===== config.mk =====
export PLATFORM = sky130hd
export DESIGN_NAME = sachen_txc_gen
export DESIGN_NICKNAME = d
export VERILOG_FILES = /design/src/rtl/sachen_txc_gen.sv
export SDC_FILE = /design/constraint.sdc
export NUM_CORES = 1
export LEC_CHECK = 0
export ABC_AREA = 1
export BUFFER_PORTS_ARGS = -buffer_cell sky130_fd_sc_hd__buf_2
export CORE_MARGIN = 4
export CORE_UTILIZATION = 25
export CTS_CLUSTER_DIAMETER = 120
export DETAILED_ROUTE_END_ITERATION = 8
export GPL_TIMING_DRIVEN = 0
export PLACE_DENSITY = 0.62
export SYNTH_ARGS = -nofsm -noshare
export SYNTH_HDL_FRONTEND = slang
export SYNTH_SLANG_ARGS = --single-unit
export TNS_END_PERCENT = 1

===== constraint.sdc =====
create_clock -name clk -period 1.77 [get_ports clk]
set_input_delay 0.2655 -clock clk [delete_from_list [all_inputs] [get_ports clk]]
set_output_delay 0.2655 -clock clk [all_outputs]
set_load 0.02 [all_outputs]

===== src/rtl/sachen_txc_gen.sv =====
// sachen_txc_gen: Sachen TXC-style protection mapper.
//
// A small accumulator/input register pair at $4100-$4103 is read back by the
// game as a copy-protection check. A write anywhere in $8000-$FFFF latches the
// accumulator into the output register, which drives the PRG and CHR bank
// selects. An optional alternate CHR register at $4200 and dynamic mirroring
// are selected by parameters.
//
// Ports:
//   clk, reset        - system clock, synchronous active-high reset
//   ce                - M2 CPU-cycle enable
//   enable            - mapper selected
//   flags             - cart flags ([14] static vertical mirroring, [15] CHR RAM)
//   prg_ain/read/write/din - CPU bus
//   prg_dout          - protection read data
//   prg_bus_write     - mapper drives the CPU data bus
//   prg_aout/allow    - PRG address and access permission
//   chr_ain           - PPU address
//   chr_aout/allow    - CHR address and write permission
//   vram_a10, vram_ce - CIRAM control
//   irq               - interrupt request (unused by this board, tied 0)
module sachen_txc_gen #(
    parameter int                REG_W    = 6,
    parameter logic [REG_W-1:0]  INV_MASK = 'h30,
    parameter int                DIN_MODE = 0,
    parameter int                PRG_W    = 2,
    parameter int                PRG_LSB  = 4,
    parameter int                CHR_W    = 4,
    parameter int                CHR_LSB  = 0,
    parameter bit                USE_ALT  = 1'b0,
    parameter bit                MIRR_DYN = 1'b0
) (
    input  logic        clk,
    input  logic        reset,
    input  logic        ce,
    input  logic        enable,
    input  logic [31:0] flags,
    input  logic [15:0] prg_ain,
    input  logic        prg_read,
    input  logic        prg_write,
    input  logic [7:0]  prg_din,
    output logic [7:0]  prg_dout,
    output logic        prg_bus_write,
    output logic [21:0] prg_aout,
    output logic        prg_allow,
    input  logic [13:0] chr_ain,
    output logic [21:0] chr_aout,
    output logic        chr_allow,
    output logic        vram_a10,
    output logic        vram_ce,
    output logic        irq
);

    logic [REG_W-1:0] inp;
    logic [REG_W-1:0] acc;
    logic [REG_W-1:0] out_r;
    logic             inv;
    logic             inc;
    logic             dir;
    logic             mir;
    logic [CHR_W-1:0] alt;

    // Board-specific wiring of the CPU data bus onto the protection registers.
    function automatic logic [REG_W-1:0] din_adjust(input logic [7:0] din);
        logic [7:0] t;
        case (DIN_MODE)
            1:       t = din >> 2;
            2:       t = din >> 4;
            3:       t = {2'b00, din[0], din[1], din[2], din[3], din[4], din[5]};
            default: t = din;
        endcase
        return t[REG_W-1:0];
    endfunction

    logic             win_4xxx;
    logic             prot_sel;
    logic             wr_q;
    logic [REG_W-1:0] adj;
    logic [3:0]       acc_step;

    assign win_4xxx = (prg_ain[15:13] == 3'b010);
    assign prot_sel = win_4xxx & prg_ain[8];
    assign wr_q     = enable & ce & prg_write;
    assign adj      = din_adjust(prg_din);
    // 4'hF is -1 modulo 16; the upper accumulator bits never take the carry.
    assign acc_step = acc[3:0] + (dir ? 4'hF : 4'h1);

    always_ff @(posedge clk) begin
        if (reset) begin
            inp   <= '0;
            acc   <= '0;
            out_r <= '0;
            inv   <= 1'b0;
            inc   <= 1'b0;
            dir   <= 1'b0;
            mir   <= 1'b0;
            alt   <= '0;
        end else if (wr_q) begin
            if (prot_sel) begin
                case (prg_ain[1:0])
                    2'd0: begin
                        if (inc)
                            acc[3:0] <= acc_step;
                        else if (inv)
                            acc <= {inp[REG_W-1:4], ~inp[3:0]};
                        else
                            acc <= inp;
                    end
                    2'd1: inv <= adj[0];
                    2'd2: inp <= adj;
                    default: begin
                        inc <= adj[0];
                        dir <= adj[1];
                    end
                endcase
            end
            if (win_4xxx && prg_ain[9])
                alt <= prg_din[CHR_W-1:0];
            // Latches the values as they stood before this write.
            if (prg_ain[15]) begin
                out_r <= acc;
                mir   <= inv;
            end
        end
    end

    logic [CHR_W-1:0] csel;
    logic             mir_sel;

    assign csel    = USE_ALT ? alt : out_r[CHR_LSB +: CHR_W];
    assign mir_sel = MIRR_DYN ? mir : flags[14];

    assign prg_bus_write = enable & prot_sel;
    assign prg_dout      = 8'(acc ^ (inv ? INV_MASK : '0));
    assign prg_allow     = prg_ain[15] & ~prg_write;

    generate
        if (PRG_W > 0) begin : g_prg_bank
            assign prg_aout = (22'(out_r[PRG_LSB +: PRG_W]) << 15) | 22'(prg_ain[14:0]);
        end else begin : g_prg_fixed
            assign prg_aout = 22'(prg_ain[14:0]);
        end
    endgenerate

    assign chr_aout  = 22'h200000 | (22'(csel) << 13) | 22'(chr_ain[12:0]);
    assign chr_allow = flags[15];
    assign vram_ce   = chr_ain[13];
    assign vram_a10  = mir_sel ? chr_ain[10] : chr_ain[11];
    assign irq       = 1'b0;

    logic unused;
    assign unused = &{1'b0, flags[31:16], flags[13:0], prg_read, prg_din};

endmodule


==> results of run 1 <==
==> worst min-delay path: stages <==
cell	delay, ns
sky130_fd_sc_hd__buf_2	0.08
sky130_fd_sc_hd__nor2_1	0.03
sky130_fd_sc_hd__nor2_1	0.08
==> metrics by stage <==
stage                     cell area, um^2  setup slack (ns)
after global placement               1932            0.2996
after global routing                 1977            0.1544
after CTS                            1977            0.2631
after detailed placement             1932            0.2900
after floorplan                      1526            0.4442
final                                1977            0.2904
==> metal layers <==
metal | track usage, % | vias to the layer above | routed length, um
li1 | - | 751 | -
met1 | 10.28 | 579 | 1359
met2 | 16.74 | 56 | 1697
met3 | 2.621 | 2 | 347
met4 | 1.295 | 0 | 20
met5 | 0 | - | 0
==> cells by family after synthesis <==
family | count (synthesis)
AOI/OAI and AO/OA | 27
xor gates and xnor gates | 4
adders and majority gates | 3
buffers and inverters | 69
DFF | 21
muxes | 1
other | 2
and+or+nand+nor | 79
==> sequential cells by signal (all words and copies together) (netlist names) <==
signal	flops
acc	6
inp	6
out_r	6
dir	1
inc	1
inv	1
==> synth_stat cells (all sizes together) <==
cell	instances
buf	49
nand2	38
nor2	25
dfxtp	21
inv	19
a21oi	15
o21ai	12
nand4	8
nand3	7
conb	2
ha	2
xnor2	2
xor2	2
clkbuf	1
fa	1
mux2	1
or2	1
==> worst paths after layout <==
kind              slack, ns  cells after the start      to  startpoint
setup / recovery       0.29                      7  acc[2]      acc[0]
hold / removal         0.24                      3  inp[3]  prg_din[3]
setup reg to reg       0.29                      7  acc[2]      acc[0]
hold reg to reg        0.47                      2  inp[4]      inp[4]
==> power breakdown <==
group	internal, mW	switching (mW)	leakage (nW)	total, mW
sequential	0.477	0.00216	0.170	0.479
combinational	0.115	0.149	0.904	0.265
clock	0.160	0.144	0.0228	0.304
total	0.753	0.296	1.10	1.05
==> area by class of cell <==
cell class	count	area, um^2	area share (%)
sequential	21	420.4	21.27
inverter	19	73.82	3.734
tap	72	90.09	4.557
buffer	50	366.6	18.54
clock buffer	4	45.04	2.278
timing repair buffer	63	315.3	15.95
multi-input combinational	127	665.6	33.67
==> summary.md, run 1 <==
The largest family of logic cells by synthesized area is buffers and inverters. For the final count of pins violating max slew, the log shows 0. The leakage power of the design came out at 1.096 nW. The layout filler cell count is 612. The run gives 0 as the remaining global-route overflow. The final weighted congestion in routability-driven placement is 0.8036. The average wire length per cell after detail routing was 9.621 um. The initial antenna violation count was 0. The height of the die is 85.08 um. The detail route stage leaves a number of antenna-violating nets equal to 0. Yosys printed 0 warnings. The path class of the tightest hold or removal check is primary input to flop. For this run, the total global-route usage over all layers was measured as 8.991%. Cells fill 35.04% of the core in the end. The number of buffer and inverter instances along the worst setup path was 1. The run gives 49 as the detailed router's first-iteration violation count. Dividing total power by cell area gives a power density of 530.2 nW/um^2. After synthesis the netlist holds a flip-flop and latch count of 21. Counting along the longest clock path gives a buffer depth of 2. Of the total synthesized cell area, the portion taken by full adders, half adders and majority gates is 3.033%.

The top achievable clock speed was 675.8 MHz; the chip width was 85.08 um. Setup repair after global routing left no endpoint under its margin. The tools report the wire length after detailed routing as 3425 um. Compared with the post-synthesis result, the final layout area differs by 33.11%. For the gate count after technology mapping, the log shows 206.

For the number of failing hold endpoints at the final stage, the log shows 0. For the total number of clock tree sinks, the log shows 21. For the required time at the endpoint of the critical path, the log shows 1.96 ns. Wire length of the first global-routing pass: 5416 um. The number of antenna repair diodes was 0; the sequential fraction of the synthesis area was 28.31%. Before antenna repair, the detailed router went through 4 iterations. The family with the most delay on the worst path was adder cells. Traced cell by cell, the critical path runs through inv_1 > fa_1 > xnor2_1 > nand2_1 > o21ai_0 > nand2_1 > a21oi_1. The worst setup path is launched from a flop. Once the clock tree was built, the setup fixing pass inserted 0 buffers. The logs give 2917 um for the half-perimeter wire length of the detailed placement result and 1485 um^2 for the synthesized cell area. Across all hold checks on the routed design, the worst slack comes to 0.2374 ns. Final setup skew: 0.002935 ns. The flow ran to the end, and the final reports show no timing, DRC or antenna violations.

The top cell types in the final layout, fill and taps aside, are sky130_fd_sc_hd__buf_2 (65), sky130_fd_sc_hd__buf_4 (47), sky130_fd_sc_hd__nand2_1 (36). The tools report the H-tree depth as 1. Of all cell types, the one taking the most synthesized area is sky130_fd_sc_hd__dfxtp_1. The compound-gate portion of the synthesized area works out to 9.099%. In this run, CTS created clock tree buffers numbering 3.

By area the synthesized netlist is led by sky130_fd_sc_hd__dfxtp_1 (28%), sky130_fd_sc_hd__buf_4 (24%), sky130_fd_sc_hd__nand2_1 (9.1%), sky130_fd_sc_hd__nor2_1 (5.6%), sky130_fd_sc_hd__a21oi_1 (5.1%). In the routed design, unresolved DRC markers number 0. Clock-pin slew was measured on the worst setup and hold paths at 0.07 ns. The worst-path maximum fanout came out at 5. Post-CTS repair changed the size of 0 cells.

After layout, the minimum clock period comes to 1.480 ns. The post-route netlist has 45.42% of its cells at a drive strength greater than 1. For this design, the CTS-stage hold fixing added 0 buffers. The tools report the sort of element at the end of the critical path as a flop. The total placed cells including tap cells was 352; the fraction of post-synthesis cell area in the top cell type by area was 28.31%. The critical path start-end classification was flop to flop. Of the total synthesized cell area, the portion taken by XOR and XNOR cells is 2.359%. After Yosys synthesis, and, or, nand and nor cells account for 26.28% of the synthesized area. The clock reaches the later pin of the worst-skew pair after 0.25 ns. The number of buffers added on ports is 63, and the fraction of the cycle the final worst path needs is 83.60%. The routed layout has 1388 vias. The initialized floorplan defines 27 standard-cell rows. TritonCTS built the clock tree.

Synthesis instantiated 25 different standard cells from the library. In the routed layout, each cell is associated on average with a via count of 3.899. The mean instance size in the synthesized netlist is 7.210 um^2.

The slowest stage of the critical path belongs to the cell sky130_fd_sc_hd__fa_1. Entering global routing, the biggest net connects 12 pins. The post-route non-filler standard cell count was 356; the worst vdd rail ir drop was 392.5 uV.

The die covers 7238 um^2. 134 I/O pins were placed. The core region is 5642 um^2. Critical path's largest stage delay: 0.44 ns.

Overall power consumption after layout is estimated at 1.048 mW. The portion of netlist area occupied by mux cells came out at 0.7582%. Most common cell type on the critical path: sky130_fd_sc_hd__nand2_1. The tools report the setup total negative slack as 0 ns. After the last flow step, the layout net total stands at 364. Leaving out fill and tap cells, the most frequent cell in the layout is sky130_fd_sc_hd__buf_2. Root buffer cell: sky130_fd_sc_hd__clkbuf_8. Number of global-route vias before repair: 1230. The data arrival time of the critical path is 1.67 ns. The run gives 0 as the number of endpoints failing setup at the final stage.

The max-cap check violation count is 0. The run gives 26.33% as the effective utilization at floorplan.
Note: power is estimated with default switching activity, not from simulation.
==> run 2: changes to the inputs <==
PLACE_DENSITY = 0.64   (was 0.62)
clock period = 1.29 ns   (was 1.77 ns; I/O delays follow)
==> summary.md, run 2 (same netlist as run 1, synthesis figures left out) <==
For the maximum number of pins on one net before global-route repair, the log shows 12 (unchanged). On the critical path, the stage with the largest delay is an instance of sky130_fd_sc_hd__fa_2. The run gives 21 (unchanged) as the total number of clock tree sinks.

The number of ports placed on the die boundary came out at 134 (unchanged). Setup repair after global routing could not meet its margin everywhere. By instance count, the cell type seen most on the critical path is sky130_fd_sc_hd__nand2_1. The flow ran to the end, but the final reports show violations. For the power share of the combinational group, the log shows 25.4% (about the same). The total iterations of the first detailed-routing run is 2 (-2).

TritonCTS buffer count: 3 (unchanged). The logs give 0.26 ns (about the same) for the clock insertion delay at the later pin of the skew report and 0.1708 ns (-0.06660 ns) for the worst hold margin. The final setup skew was 0.001739 ns (-0.001196 ns); the number of buffers added on ports was 63 (unchanged). The clock period minus final worst setup slack was 1.298 ns (-0.1813 ns); the internal power of the cells was 1.027 mW (+37%).

The final weighted congestion in routability-driven placement came out at 0.7790 (-3.1%). The sort of element at the end of the critical path is a flop. Walking the worst path, the cells encountered are inv_2 > fa_2 > xnor2_2 > nand2_1 > o21ai_0 > nand2_1 > a21oi_1.

The routed via count divided by cell count is 3.927 (+0.73%), and the number of global-route vias before repair is 1351 (+9.8%). The hold buffer count at CTS came out at 0 (unchanged). Critical path start-end classification: flop to flop. The power density over cell area was 702.4 nW/um^2 (+32%); the net total in the final layout was 365 (+0.27%). The average wire length per cell after detail routing works out to 10.11 um (+5.0%).

The switching share of total power was 28.73% (+0.52 points). The area added between synthesis and finish works out to 38.16%. Number of endpoints failing setup at the final stage: 3 (+3).

Family with the most delay on the worst path: adder cells. The tools report the maximum buffer depth of the clock tree as 2 (unchanged). The run gives 0 (unchanged) as the initial antenna violation count. Clock transition at the registers of the reported paths: 0.07 ns (about the same). Remaining global-route overflow: 0 (unchanged). The height of the die works out to 85.08 um (unchanged). The number of buffer and inverter instances along the worst setup path is 1 (unchanged). Wire length after detailed routing: 3608 um (+5.3%). The worst path setup slack after routing was -0.008378 ns (-0.2987 ns). The run gives 2052 um^2 (+3.8%) as the final instance area.

For the area after detailed placement, the log shows 1933 um^2 (about the same). Effective utilization at floorplan: 26.33% (unchanged). The run gives 7238 um^2 (unchanged) as the die area. The library cells used most frequently in the layout, excluding fill and tap cells, are sky130_fd_sc_hd__buf_2 (62), sky130_fd_sc_hd__buf_4 (50), sky130_fd_sc_hd__nand2_1 (36). For the count of vias placed by the detailed router, the log shows 1402 (+1.0%). The max-cap check violation count came out at 0 (unchanged). The total track usage is 9.806% (+0.82 points), and the critical path's largest stage delay is 0.40 ns (-0.04 ns).

For the wire length of the first global-routing pass, the log shows 5837 um (+7.8%). The classification of the worst-slack hold path was primary input to flop. The worst-path maximum fanout came out at 2 (-3). The fraction of final layout cells with drive strength greater than 1 is 50.18% (+4.8 points), and the leakage power of the design is 1.111 nW (+1.3%). The library cell used most frequently in the layout, excluding fill and tap cells, is sky130_fd_sc_hd__buf_2.

The tools report the total DRC errors in the routed layout as 0 (unchanged). The startpoint type of the worst setup path was a flop. The logs give 0 (unchanged) for the residual antenna-violating net count after detailed routing and 0 (unchanged) for the number of antenna repair diodes. The chip width was 85.08 um (unchanged).

The tools report the number of failing hold endpoints at the final stage as 0 (unchanged). The fraction of the cycle the final worst path needs is 100.6% (+17 points). The final reports fail on setup timing. The tools report the worst vdd rail ir drop as 315.6 uV (-20%). The largest registers in the layout are acc x6, inp x6, out_r x6.

The logs give 29.4% (+0.4 points) for the relative contribution of the clock network to total power and 0 (unchanged) for the final count of pins violating max slew. The tools report the sequential share of power as 45.2% (-0.5 points). In this run the clock root is driven by a sky130_fd_sc_hd__clkbuf_8. The data arrival time of the critical path was 1.49 ns (-0.18 ns).

The tools report the half-perimeter wire length of the detailed placement result as 3000 um (+2.8%). The placement row count was 27 (unchanged); the standard cell core area was 5642 um^2 (unchanged). Setup total negative slack: -0.01055 ns (-0.01055 ns).

The run gives 17 (-65%) as the detailed router's first-iteration violation count. The switching power came out at 414.1 uW (+40%). The top achievable clock speed is 770.2 MHz (+14%), and the worst slack at placement is -0.1370 ns (-0.4270 ns). TritonCTS built the clock tree.

The H-tree depth is 1 (unchanged), and the required time at the endpoint of the critical path is 1.48 ns (-0.48 ns).
[run 2: what timing repair did]
| action | 4_1_cts | 5_1_grt |
|---|---|---|
| hold endpoints to repair | 0 | 0 |
| pin swaps | 2 | 1 |
| gates resized for setup | 11 | 11 |
| endpoints found under the setup margin | 5 | 5 |
| setup buffers | 1 | 0 |
[run 2: path summary, 6_finish.rpt]
path | start | end | slack, ns | cells after the start
setup / recovery | acc[0] | acc[2] | -0.008 | 7
hold / removal | prg_din[3] | inp[3] | 0.17 | 3
setup reg to reg | acc[0] | acc[2] | -0.008 | 7
hold reg to reg | inp[4] | inp[4] | 0.47 | 2
[run 2: metrics by stage]
step           power [mW]  utilization [%]  cells
2_1_floorplan      0.9353                -    217
3_3_place_gp        1.036            34.26    352
3_5_place_dp        1.040            34.26    352
4_1_cts             1.465            35.66    357
5_1_grt             1.514            36.37    357
6_report            1.441            36.37    357
[run 2: metal layers]
metal  vias to the layer above  share of wire (%)  GRT usage, %
met4                         0               0.47         2.446
met5                         -                  0             0
met1                       585                 38         10.39
met3                         4                 10         3.010
met2                        57                 51         18.64
li1                        756                  -             -
[run 2: tightest hold or removal path, cell delays in order]
cell                     delay, ns
sky130_fd_sc_hd__buf_2        0.08
sky130_fd_sc_hd__nor2_1       0.04
sky130_fd_sc_hd__nor2_1       0.08
[run 2: power by group through the flow]
stage	logic (mW)	clock network, mW	registers [mW]
floorplan	0.255	0	0.680
global placement	0.363	0	0.673
detailed placement	0.367	0	0.673
CTS	0.368	0.444	0.653
global route	0.396	0.467	0.652
finish	0.366	0.424	0.651
[run 2: layout make-up]
| type | count | area [um^2] |
|---|---|---|
| fillers | 612 | 3590 |
| multi-input cells | 127 | 709.4 |
| flip-flops and latches | 21 | 432.9 |
| plain buffers | 50 | 372.9 |
| repair buffers | 64 | 327.8 |
| well taps | 72 | 90.09 |
| inverters | 19 | 73.82 |
| clock buffers | 4 | 45.04 |
==> run 3: changes to the inputs <==
CTS_BUF_LIST = sky130_fd_sc_hd__clkbuf_2   (was unset)
SKIP_LAST_GASP = 1   (was unset)
==> summary.md, run 3 (same netlist as run 1, synthesis figures left out) <==
The relative contribution of the clock network to total power is 21.4% (-8.0 points), and the maximum buffer depth of the clock tree is 2 (unchanged). The slowest stage of the critical path is the sky130_fd_sc_hd__fa_2 cell. The chip width is 85.08 um (unchanged), and the total placed cells including tap cells is 352 (unchanged).

The switching share of total power was 31.27% (+2.5 points). The critical path start-end classification is flop to flop. The logs give 28.2% (+2.8 points) for the power share of the combinational group and 27 (unchanged) for the placement row count. The fraction of the cycle the final worst path needs is 104.4% (+3.7 points), and the remaining global-route overflow is 0 (unchanged). Residual antenna-violating net count after detailed routing: 0 (unchanged). The run gives 21 (unchanged) as the total number of clock tree sinks.

The worst vdd rail ir drop was 375.1 uV (+19%); the initial antenna violation count was 0 (unchanged). The layout filler cell count came out at 616 (+0.65%). The run gives 7238 um^2 (unchanged) as the die area. The top achievable clock speed is 742.9 MHz (-3.5%). The library cell used most frequently in the layout, excluding fill and tap cells, is sky130_fd_sc_hd__buf_2. For the standard cell core area, the log shows 5642 um^2 (unchanged). For the detailed router's first-iteration violation count, the log shows 26 (+9). The number of ports placed on the die boundary is 134 (unchanged).

Walking the worst path, the cells encountered are inv_1 > fa_2 > o21ai_1 > o21ai_1 > a21oi_1. The run gives -0.3075 ns (-0.2969 ns) as the setup total negative slack. The tools report the wire length of the first global-routing pass as 5851 um (+0.24%). Worst path setup slack after routing: -0.05616 ns (-0.04778 ns). The data arrival time of the critical path was 1.59 ns (+0.10 ns); the H-tree depth was 1 (unchanged). The flow ran to the end, but the final reports show violations.

For the count of vias placed by the detailed router, the log shows 1430 (+2.0%). The average wire length per cell after detail routing is 10.06 um (-0.42%), and the half-perimeter wire length of the detailed placement result is 3000 um (unchanged). The tools report the startpoint type of the worst setup path as a flop. The worst-path maximum fanout works out to 4 (+2). The cell that appears most often on the critical path is sky130_fd_sc_hd__o21ai_1. For the area after detailed placement, the log shows 1933 um^2 (unchanged). The maximum number of pins on one net before global-route repair came out at 12 (unchanged). The max-cap check violation count is 0 (unchanged), and the fraction of final layout cells with drive strength greater than 1 is 49.13% (-1.0 points). The total DRC errors in the routed layout is 0 (unchanged), and the worst hold margin is 0.09452 ns (-0.07632 ns). The tools report the number of failing hold endpoints at the final stage as 0 (unchanged). Leaving out fill and tap cells, the most frequent cells in the layout are sky130_fd_sc_hd__buf_2 (62), sky130_fd_sc_hd__buf_4 (52), sky130_fd_sc_hd__nand2_1 (36). The sequential share of power was 50.4% (+5.2 points). The critical path's largest stage delay was 0.53 ns (+0.13 ns). The height of the die was 85.08 um (unchanged). The internal power of the cells is 891.2 uW (-13%), and the clock insertion delay at the later pin of the skew report is 0.32 ns (+0.06 ns). Final weighted congestion in routability-driven placement: 0.7790 (unchanged).

For the required time at the endpoint of the critical path, the log shows 1.53 ns (+0.05 ns). The tools report the final instance area as 2024 um^2 (-1.3%). Broken down by cell family, the worst path's largest delay share belongs to adder cells. The root buffer cell chosen for the clock tree is sky130_fd_sc_hd__clkbuf_2. The power density over cell area came out at 640.5 nW/um^2 (-8.8%). The leakage power of the design came out at 1.117 nW (+0.53%). The worst slack at placement came out at -0.1370 ns (unchanged). The clock period minus final worst setup slack works out to 1.346 ns (+0.04778 ns).

The clock transition at the registers of the reported paths came out at 0.19 ns (+0.12 ns). Final count of pins violating max slew: 0 (unchanged). The logs give 405.5 uW (-2.1%) for the switching power and 359 (+0.56%) for the post-route non-filler standard cell count. The utilization after layout came out at 35.88% (-0.49 points).

The area growth from synthesis to layout is 36.31%. The TritonCTS buffer count came out at 3 (unchanged). For the area occupied by multi-input gates, the log shows 691.9 um^2 (-2.5%). Effective utilization at floorplan: 26.33% (unchanged). TritonCTS built the clock tree. The area occupied by registers is 432.9 um^2 (unchanged). The number of buffers added on ports works out to 63 (unchanged). The classification of the worst-slack hold path was primary input to flop.

The run gives 0.006016 ns (+0.004277 ns) as the final setup skew. The number of buffer and inverter instances along the worst setup path is 1 (unchanged). Routed via count divided by cell count: 3.983 (+1.4%). The wire length after detailed routing is 3613 um (+0.14%). The final reports fail on setup timing. The sort of element at the end of the critical path is a flop. Setup repair after global routing could not meet its margin everywhere. The number of global-route vias before repair is 1368 (+1.3%).

The tools report the power consumption as 1.297 mW (-10%). The number of antenna repair diodes is 0 (unchanged), and the total track usage is 9.726% (-0.080 points). The largest registers in the layout are acc x6, inp x6, out_r x6. The tools report the net total in the final layout as 367 (+0.55%).

The run gives 4 (+2) as the total iterations of the first detailed-routing run. Number of endpoints failing setup at the final stage: 7 (+4).
==> run 3: cell types whose count changed in the layout (fill, tap and decap cells not counted), sizes merged <==
cell / delta
buf: +2
==> run 3: power by group through the flow <==
stage,sequential [mW],clock (mW),combinational [mW]
6_report,0.653,0.278,0.366
5_1_grt,0.655,0.314,0.396
3_3_place_gp,0.673,0,0.363
3_5_place_dp,0.673,0,0.367
2_1_floorplan,0.680,0,0.255
4_1_cts,0.654,0.293,0.368
==> run 3: tightest hold or removal path, cell delays in order <==
cell and delay [ns]:
sky130_fd_sc_hd__buf_2 0.09, sky130_fd_sc_hd__nor2_1 0.04, sky130_fd_sc_hd__nor2_1 0.08
==> run 3: final timing paths <==
path,startpoint,to,slack [ns],depth (start not counted)
max,dir,acc[1],-0.06,5
min reg2reg,inp[4],inp[4],0.48,2
max reg2reg,dir,acc[1],-0.06,5
min,prg_din[1],dir,0.09,3
==> run 3: cell type report <==
type	instances	share of cell area, %
multi-input combinational	127	34.18
sequential	21	21.38
buffer	50	18.42
timing repair buffer	66	16.93
tap	72	4.450
inverter	19	3.646
clock buffer	4	0.9889
==> run 3: layer usage <==
layer  wire, um  track usage (%)  up-vias
met2       1866            18.64       63
li1           -                -      759
met5          0                0        -
met1       1360            10.45      604
met3        359            2.718        4
met4         27            2.158        0
==> run 3: timing repair <==
| item | 4_1_cts | 5_1_grt |
|---|---|---|
| endpoints found under the setup margin | 5 | 8 |
| pin swaps | 1 | 1 |
| hold endpoints to repair | 0 | 0 |
| gates resized for setup | 13 | 3 |
| hold buffers | 0 | 0 |
| buffers inserted | 2 | 1 |
